$ cat src/rtl/vdp_vram_arb.sv
// -----------------------------------------------------------------------------
// vdp_vram_arb
//   Arbitrates the single 14-bit VRAM port of vdp_sram between the display /
//   sprite fetch engine (DISP, fixed priority) and the CPU VRAM port (CPU).
//   A saturating wait counter bounds how many DISP grants may pass a pending
//   CPU request, so the CPU is never starved by back-to-back display fetches.
//
//   Every access takes IDLE -> MEM_DISP/MEM_CPU -> DONE. The grant is decided
//   in IDLE, the memory request is held in MEM_* until mem_ack, and the granted
//   requester sees its one-cycle ack (with registered rdata) in DONE.
//
// Ports
//   clk40m, rst_n           clock, asynchronous active-low reset
//   disp_req/addr           display read request (level, held until disp_ack)
//   disp_ack/rdata          one-cycle completion pulse and read data
//   cpu_req/wr/addr/wdata   CPU access request (level, held until cpu_ack)
//   cpu_ack/rdata           one-cycle completion pulse and read data
//   mem_req/wr/addr/wdata   request to vdp_sram, held until mem_ack
//   mem_ack/rdata           completion pulse and read data from vdp_sram
//   busy                    high whenever an access is in progress
// -----------------------------------------------------------------------------
module vdp_vram_arb #(
    parameter int unsigned CPU_MAX_WAIT = 3
) (
    input  logic        clk40m,
    input  logic        rst_n,
    input  logic        disp_req,
    input  logic [13:0] disp_addr,
    output logic        disp_ack,
    output logic [7:0]  disp_rdata,
    input  logic        cpu_req,
    input  logic        cpu_wr,
    input  logic [13:0] cpu_addr,
    input  logic [7:0]  cpu_wdata,
    output logic        cpu_ack,
    output logic [7:0]  cpu_rdata,
    output logic        mem_req,
    output logic        mem_wr,
    output logic [13:0] mem_addr,
    output logic [7:0]  mem_wdata,
    input  logic        mem_ack,
    input  logic [7:0]  mem_rdata,
    output logic        busy
);

    localparam logic [3:0] MAX_WAIT = 4'(CPU_MAX_WAIT);

    typedef enum logic [1:0] {
        IDLE,
        MEM_DISP,
        MEM_CPU,
        DONE
    } state_t;

    state_t      state_q,      state_d;
    logic [3:0]  wait_cnt_q,   wait_cnt_d;
    logic        mem_req_q,    mem_req_d;
    logic        mem_wr_q,     mem_wr_d;
    logic [13:0] mem_addr_q,   mem_addr_d;
    logic [7:0]  mem_wdata_q,  mem_wdata_d;
    logic        disp_ack_q,   disp_ack_d;
    logic        cpu_ack_q,    cpu_ack_d;
    logic [7:0]  disp_rdata_q, disp_rdata_d;
    logic [7:0]  cpu_rdata_q,  cpu_rdata_d;

    // CPU wins only when DISP is idle or DISP has used up its allowance.
    logic cpu_wins;
    assign cpu_wins = cpu_req && (!disp_req || (wait_cnt_q == MAX_WAIT));

    always_comb begin
        // NOTE: every signal gets its hold value first so no path through the
        // case below can leave one unassigned and infer a latch.
        state_d      = state_q;
        wait_cnt_d   = wait_cnt_q;
        mem_req_d    = mem_req_q;
        mem_wr_d     = mem_wr_q;
        mem_addr_d   = mem_addr_q;
        mem_wdata_d  = mem_wdata_q;
        disp_rdata_d = disp_rdata_q;
        cpu_rdata_d  = cpu_rdata_q;
        // Acks are registered so they are high exactly in the DONE cycle.
        disp_ack_d   = 1'b0;
        cpu_ack_d    = 1'b0;

        unique case (state_q)
            IDLE: begin
                if (!cpu_req) begin
                    wait_cnt_d = 4'd0;
                end
                if (cpu_wins) begin
                    state_d     = MEM_CPU;
                    mem_req_d   = 1'b1;
                    mem_wr_d    = cpu_wr;
                    mem_addr_d  = cpu_addr;
                    mem_wdata_d = cpu_wdata;
                    wait_cnt_d  = 4'd0;
                end else if (disp_req) begin
                    state_d     = MEM_DISP;
                    mem_req_d   = 1'b1;
                    mem_wr_d    = 1'b0;
                    mem_addr_d  = disp_addr;
                    mem_wdata_d = 8'd0;
                    // Count only the DISP grants that actually made the CPU wait.
                    if (cpu_req && (wait_cnt_q < MAX_WAIT)) begin
                        wait_cnt_d = wait_cnt_q + 4'd1;
                    end
                end
            end
            MEM_DISP: begin
                if (mem_ack) begin
                    state_d      = DONE;
                    mem_req_d    = 1'b0;
                    disp_rdata_d = mem_rdata;
                    disp_ack_d   = 1'b1;
                end
            end
            MEM_CPU: begin
                if (mem_ack) begin
                    state_d     = DONE;
                    mem_req_d   = 1'b0;
                    cpu_rdata_d = mem_rdata;
                    cpu_ack_d   = 1'b1;
                end
            end
            DONE: begin
                // Requests are ignored here; requesters update req on this edge.
                state_d     = IDLE;
                mem_wr_d    = 1'b0;
                mem_wdata_d = 8'd0;
            end
            default: state_d = IDLE;
        endcase
    end

    // NOTE: state is updated with non-blocking assignments so every flop
    // samples the pre-edge values, independent of statement order.
    always_ff @(posedge clk40m or negedge rst_n) begin
        if (!rst_n) begin
            state_q      <= IDLE;
            wait_cnt_q   <= 4'd0;
            mem_req_q    <= 1'b0;
            mem_wr_q     <= 1'b0;
            mem_addr_q   <= 14'd0;
            mem_wdata_q  <= 8'd0;
            disp_ack_q   <= 1'b0;
            cpu_ack_q    <= 1'b0;
            disp_rdata_q <= 8'd0;
            cpu_rdata_q  <= 8'd0;
        end else begin
            state_q      <= state_d;
            wait_cnt_q   <= wait_cnt_d;
            mem_req_q    <= mem_req_d;
            mem_wr_q     <= mem_wr_d;
            mem_addr_q   <= mem_addr_d;
            mem_wdata_q  <= mem_wdata_d;
            disp_ack_q   <= disp_ack_d;
            cpu_ack_q    <= cpu_ack_d;
            disp_rdata_q <= disp_rdata_d;
            cpu_rdata_q  <= cpu_rdata_d;
        end
    end

    assign mem_req    = mem_req_q;
    assign mem_wr     = mem_wr_q;
    assign mem_addr   = mem_addr_q;
    assign mem_wdata  = mem_wdata_q;
    assign disp_ack   = disp_ack_q;
    assign cpu_ack    = cpu_ack_q;
    assign disp_rdata = disp_rdata_q;
    assign cpu_rdata  = cpu_rdata_q;
    assign busy       = (state_q != IDLE);

endmodule

$ cat config.mk
export PLATFORM = sky130hd
export DESIGN_NAME = vdp_vram_arb
export DESIGN_NICKNAME = d
export VERILOG_FILES = /design/src/rtl/vdp_vram_arb.sv
export SDC_FILE = /design/constraint.sdc
export NUM_CORES = 1
export LEC_CHECK = 0
export ABC_CLOCK_PERIOD_IN_PS = 2900
export BUFFER_PORTS_ARGS = -buffer_cell sky130_fd_sc_hd__buf_2
export CAP_MARGIN = 25
export CORE_UTILIZATION = 50
export DETAILED_ROUTE_END_ITERATION = 8
export HOLD_SLACK_MARGIN = 0.12
export PLACE_DENSITY = 0.84
export SLEW_MARGIN = 40
export SYNTH_ARGS = -nofsm -noshare
export SYNTH_HDL_FRONTEND = slang
export SYNTH_SLANG_ARGS = --single-unit
$ cat constraint.sdc
create_clock -name clk40m -period 2.9 [get_ports clk40m]
set_clock_uncertainty 0.1 [all_clocks]
set_input_delay 0.29 -clock clk40m [delete_from_list [all_inputs] [get_ports clk40m]]
set_output_delay 0.29 -clock clk40m [all_outputs]
set_load 0.01 [all_outputs]
==> Word-level counts from Yosys, hierarchy flattened <==
Cells that the tools add are included.
{ "classes": {"n_addsub": 1, "order_cmp": 1, "n_eq_ne": 6, "n_mux": 23, "n_reduce_logical": 16} }
{ "op_table": {"columns": ["operator", "n"], "rows": [
  ["14-bit two-way mux", 2],
  ["4-bit two-way mux", 4],
  ["8-bit two-way mux", 2],
  ["8-bit case mux with 2 select lines", 1],
  ["2-bit AND reduction", 5],
  ["1-bit two-way mux", 8],
  ["2-bit nonzero test", 4],
  ["2-bit two-way mux", 3],
  ["2-bit case mux with 3 select lines", 1],
  ["4-bit by 1-bit adder with 4-bit output, second input constant", 1],
  ["2-bit equality test, second input constant", 2],
  ["4-bit by 2-bit equality test with 1-bit output, second input constant", 1],
  ["4-bit by 2-bit less-than comparator with 1-bit output, second input constant", 1],
  ["1-bit case mux with 2 select lines", 2],
  ["3-bit inequality test, second input constant", 1],
  ["3-bit AND reduction", 1],
  ["2-bit by 1-bit equality test with 1-bit output, second input constant", 1],
  ["1-bit logical AND", 2],
  ["2-bit logical NOT", 1],
  ["2-bit by 1-bit inequality test with 1-bit output, second input constant", 1],
  ["2-bit OR reduction", 1],
  ["1-bit logical NOT", 1],
  ["1-bit logical OR", 1]
]} }
{ "word_totals": {"register_bits": 48, "input_bits": 50, "output_inout_bits": 43, "elab_cells": 57} }

==> Longest topological paths before layout <==
{ "depth": {"ltp_word": 5, "depth_mapped": 7, "depth_no_buf": 5} }

==> Worst setup path after synthesis <==
No wires, ideal clock.
{ "synth_path": {"path_type": "register to register", "from": "register wait_cnt_q[0]", "to": "register mem_wdata_q[0] (netlist: mem_wdata[0])", "setup_time_ps": 67, "t_arrival_ps": 1628, "required_time_ps": 2733, "path_slack_ps": 1105, "path_stages_with_launch": 5, "path_buffers": 0, "synth_period_minus_slack_ps": 1795, "path_cell_list": "dfrtp_1 -> ha_1 -> or3b_4 -> a2111oi_4 -> a22o_1"} }
{ "synth_via": {"elab_chain_len": 5, "word_cells_on_any_way": 7, "cone_classes": "eq/ne (2); mux (2); reduce/logical (3)"} }
{ "synth_lines": {"columns": ["item", "line", "rtl"], "rows": [
  ["start, declared", "56", "logic [3:0] wait_cnt_q, wait_cnt_d;"],
  ["start signal, assigned", "151", "wait_cnt_q <= wait_cnt_d;"],
  ["4-bit by 2-bit equality test with 1-bit output *", "68", "assign cpu_wins = cpu_req && (!disp_req || (wait_cnt_q == MAX_WAIT));"],
  ["1-bit logical OR *", "68", null],
  ["1-bit logical AND *", "68", null],
  ["8-bit two-way mux / 3-bit inequality test (equally long branches)", null, null],
  ["8-bit case mux with 2 select lines / 2-bit AND reduction (equally long branches)", null, null],
  ["end signal, assigned", "155", "mem_wdata_q <= mem_wdata_d;"],
  ["end, declared", "60", "logic [7:0] mem_wdata_q, mem_wdata_d;"]
]} }
Every way passes the cells marked *; elsewhere a longest branch is shown, timed or not.
A chain may end at the register's enable or synchronous reset.

==> Worst setup path in the final report <==
{ "layout_path": {"from": "register state_q[1]", "to": "register mem_wr_q (netlist: mem_wr)"} }
{ "layout_via": {"elab_chain_len": 3, "word_cells_on_any_way": 6, "cone_classes": "eq/ne (2); mux (1); reduce/logical (3)"} }
{ "layout_lines": {"columns": ["item", "line", "rtl"], "rows": [
  ["start, declared", "55", "state_t state_q, state_d;"],
  ["start signal, assigned", "150", "state_q <= state_d;"],
  ["2-bit logical NOT / 2-bit equality test (equally long branches)", "85", "unique case (state_q)"],
  ["3-bit inequality test (no line) / 2-bit nonzero test (equally long branches)", null, null],
  ["2-bit AND reduction (no line)", null, null],
  ["end signal, assigned", "153", "mem_wr_q <= mem_wr_d;"],
  ["end, declared", "58", "logic mem_wr_q, mem_wr_d;"]
]} }
Parallel ways exist; a longest one is shown, timed or not.

==> out/qor.yml <==
run_status:
  status: "complete, no violations"
cells_and_area:
  final_cell_mix: "buf_2 (91), dfrtp_1 (48), nand2_1 (31)"
  drive_gt1_frac: 0.434
  syn2layout_area_growth_pct: 32.1
  nets: 337
  final_core_util: 0.692
  final_common_cell: "buf_2"
  num_antenna_cells: 0
synthesis:
  netlist_area_um2: 2110
  synth_fp_nets: 235
  synth_cell_types: 30
  synth_top_area_share: 0.569
  ys_top_cells_by_area: "dfrtp_1 (57%), mux2_2 (9.1%), nand2_1 (5.5%)"
  yosysSeqAreaShare: 0.569
  yosys_warnings: 0
  syn_inst: 179
  ys_ff_latch: 48
  syn_avg_cell_area_um2: 11.8
  yosys.area.top_type: "dfrtp_1"
grt:
  grt_pass1_vias: 1640
  grt_max_degree: 49
  track_usage: 0.226
  antenna_found_initial: 0
  grt_overflow_total: 0
  grt_pass1_wl_um: 7440
place:
  dp_slack_ns: 0.734
  dp_hpwl_um: 3330
  portBuffers: 92
  gp_congestion: 0.826
timing:
  finalCritPeriodShare: 0.750
  slew_viol_final: 0
  rsz0062_at_grt: "false"
  fmax_mhz: 460
  min_period_ns: 2.18
  worst_slack_ns: 0.724
  worst_slew_pin_slew_ns: 0.648
  setup_viol: 0
  relSlewSlack: 0.567
  tns_ns: 0
  hold_viol: 0
drt:
  wl_um: 4770
  wl_per_cell_um: 14.4
  drtIter0Drc: 68
  drc: 0
  ant_nets: 0
  dr.pass1.iters: 4
  routed_via_density: 5.40
  vias: 1789
run:
  cap_violations: 0
die:
  die_width_um: 67.0
  dieArea_um2: 4490
  rows: 23
  pin_count: 93
  coreArea_um2: 4030
  die_y_um: 67.0
  start_util: 0.524
setup_path:
  critical_path_peak_fanout: 22
  worstPathArrival_ns: 2.31
  crit_family: "compound AO/OA/AOI/OAI gates"
  crit_start: "state_q[1]"
  crit-reg2reg-launch: "state_q[1]"
  worst-setup-path-type: "reg -> reg"
  path_cells: "inv_1 > ha_1 > buf_4 > nor3b_1 > o21bai_1 > a22o_1"
  critPathLaunchType: "register"
  path_depth: 6
  endpoint: "mem_wr"
  crit_buf_inv: 2
  r2r_slack_ns: 0.72
  max_stage_delay_ns: 0.45
  r2r_end: "mem_wr"
  cp.required_ns: 3.04
  slowest_stage: "nor3b_1"
  worstSetupEndpointType: "register"
  r2r_cells: 6
hold_path:
  hold_path_class: "in -> reg"
pwr:
  p_seq_frac: 0.411
  cellPowerDensity_nw_per_um2: 955
  comb_power_share: 0.448
  p_sw_uw: 999
  swShare: 0.375
  p_leak_nw: 1.41
  internal_power_mw: 1.66
  ir_drop_uv: 476
  pwr-share-clk: 0.141
cts:
  cts_htree_levels: 2
  cts_tree: "done"
  cts_made_buffers: 5
  cts.sinks: 48
  root_buffer: "clkbuf_8"
  clock_latency_ns: 0.30
  path_clk_slew_ns: 0.08
  cts_setup_buffers: 0
  clk_path_buf_depth: 2
[state kept, by name, indices dropped and copies added (netlist names)]
| name | cells |
|---|---|
| disp_ack | 1 |
| cpu_ack | 1 |
| mem_wr | 1 |
| mem_addr | 14 |
| wait_cnt_q | 4 |
| cpu_rdata | 8 |
| disp_rdata | 8 |
| state_q | 2 |
| mem_req | 1 |
| mem_wdata | 8 |
[cell usage after synthesis, drive strengths merged]
library cell	count
a211o	1
a21boi	2
a211oi	1
nor4b	1
inv	7
clkbuf	6
buf	2
nor3	1
nor2b	1
o21a	1
dfrtp	48
o22ai	1
a21o	1
nor3b	1
mux2	17
nand4bb	1
a21oi	1
nand4	14
o21bai	1
o211ai	14
a22o	11
or3b	1
or2	1
nand2	31
o21ai	2
nor2	3
ha	6
a2111oi	1
a22oi	1
[kinds of logic after synthesis]
kind of cell | Yosys count | share of synthesized area
compound gates | 38 | 0.149
fa+ha+maj | 6 | 0.0356
buf+inv | 15 | 0.0273
flops | 48 | 0.569
mux | 17 | 0.0907
simple gates | 55 | 0.129
[power by group through the flow]
| stage | registers (mW) | clock network (mW) | logic [mW] |
|---|---|---|---|
| 6_report | 1.09 | 0.374 | 1.19 |
| 5_1_grt | 1.13 | 0.404 | 1.33 |
| 4_1_cts | 1.09 | 0.381 | 1.21 |
| 3_5_place_dp | 1.10 | 0 | 1.20 |
| 3_3_place_gp | 1.09 | 0 | 1.15 |
| 2_1_floorplan | 1.22 | 0 | 0.617 |
[worst min-delay path by stage]
stage | cells past startpoint | end | start
after floorplan | 0 | cpu_ack | rst_n
after global placement | 1 | mem_wdata[4] | mem_wdata[4]
after detailed placement | 1 | mem_addr[6] | rst_n
after CTS | 2 | mem_wdata[4] | cpu_wdata[4]
after global routing | 2 | cpu_rdata[4] | mem_rdata[4]
final | 2 | mem_wdata[4] | cpu_wdata[4]
[layer usage]
layer / wire length [µm] / global-route usage / share of wire / vias up
met5: 0 / 0 / 0 / -
met4: 57 / 0.0798 / 0.012 / 0
met3: 391 / 0.0702 / 0.082 / 5
li1: - / - / - / 851
met2: 2220 / 0.357 / 0.46 / 84
met1: 2100 / 0.289 / 0.44 / 849
[layout make-up]
class                           instances  area, µm²
Clock buffer                            6       72.6
Clock inverter                          1       5.00
Fill cell                             309       1240
Inverter                                7       26.3
Multi-Input combinational cell        116        852
Sequential cell                        48       1200
Tap cell                               50       62.6
Timing Repair Buffer                  103        568
[stage by stage]
stage	cell area (µm²)	power (mW)	hold WS [ns]	std cells
after floorplan	2110	1.83	-0.106	179
after global placement	2620	2.24	0.382	315
after detailed placement	2620	2.30	0.245	315
after CTS	2790	2.68	0.121	331
after global routing	2790	2.86	0.122	331
final	2790	2.66	0.125	331
[what timing repair did]
item	CTS	global route
hold buffers	9	0
hold endpoints to repair	56	0
gates resized for setup	0	0
No activity file was read; power rests on OpenSTA's default activity.
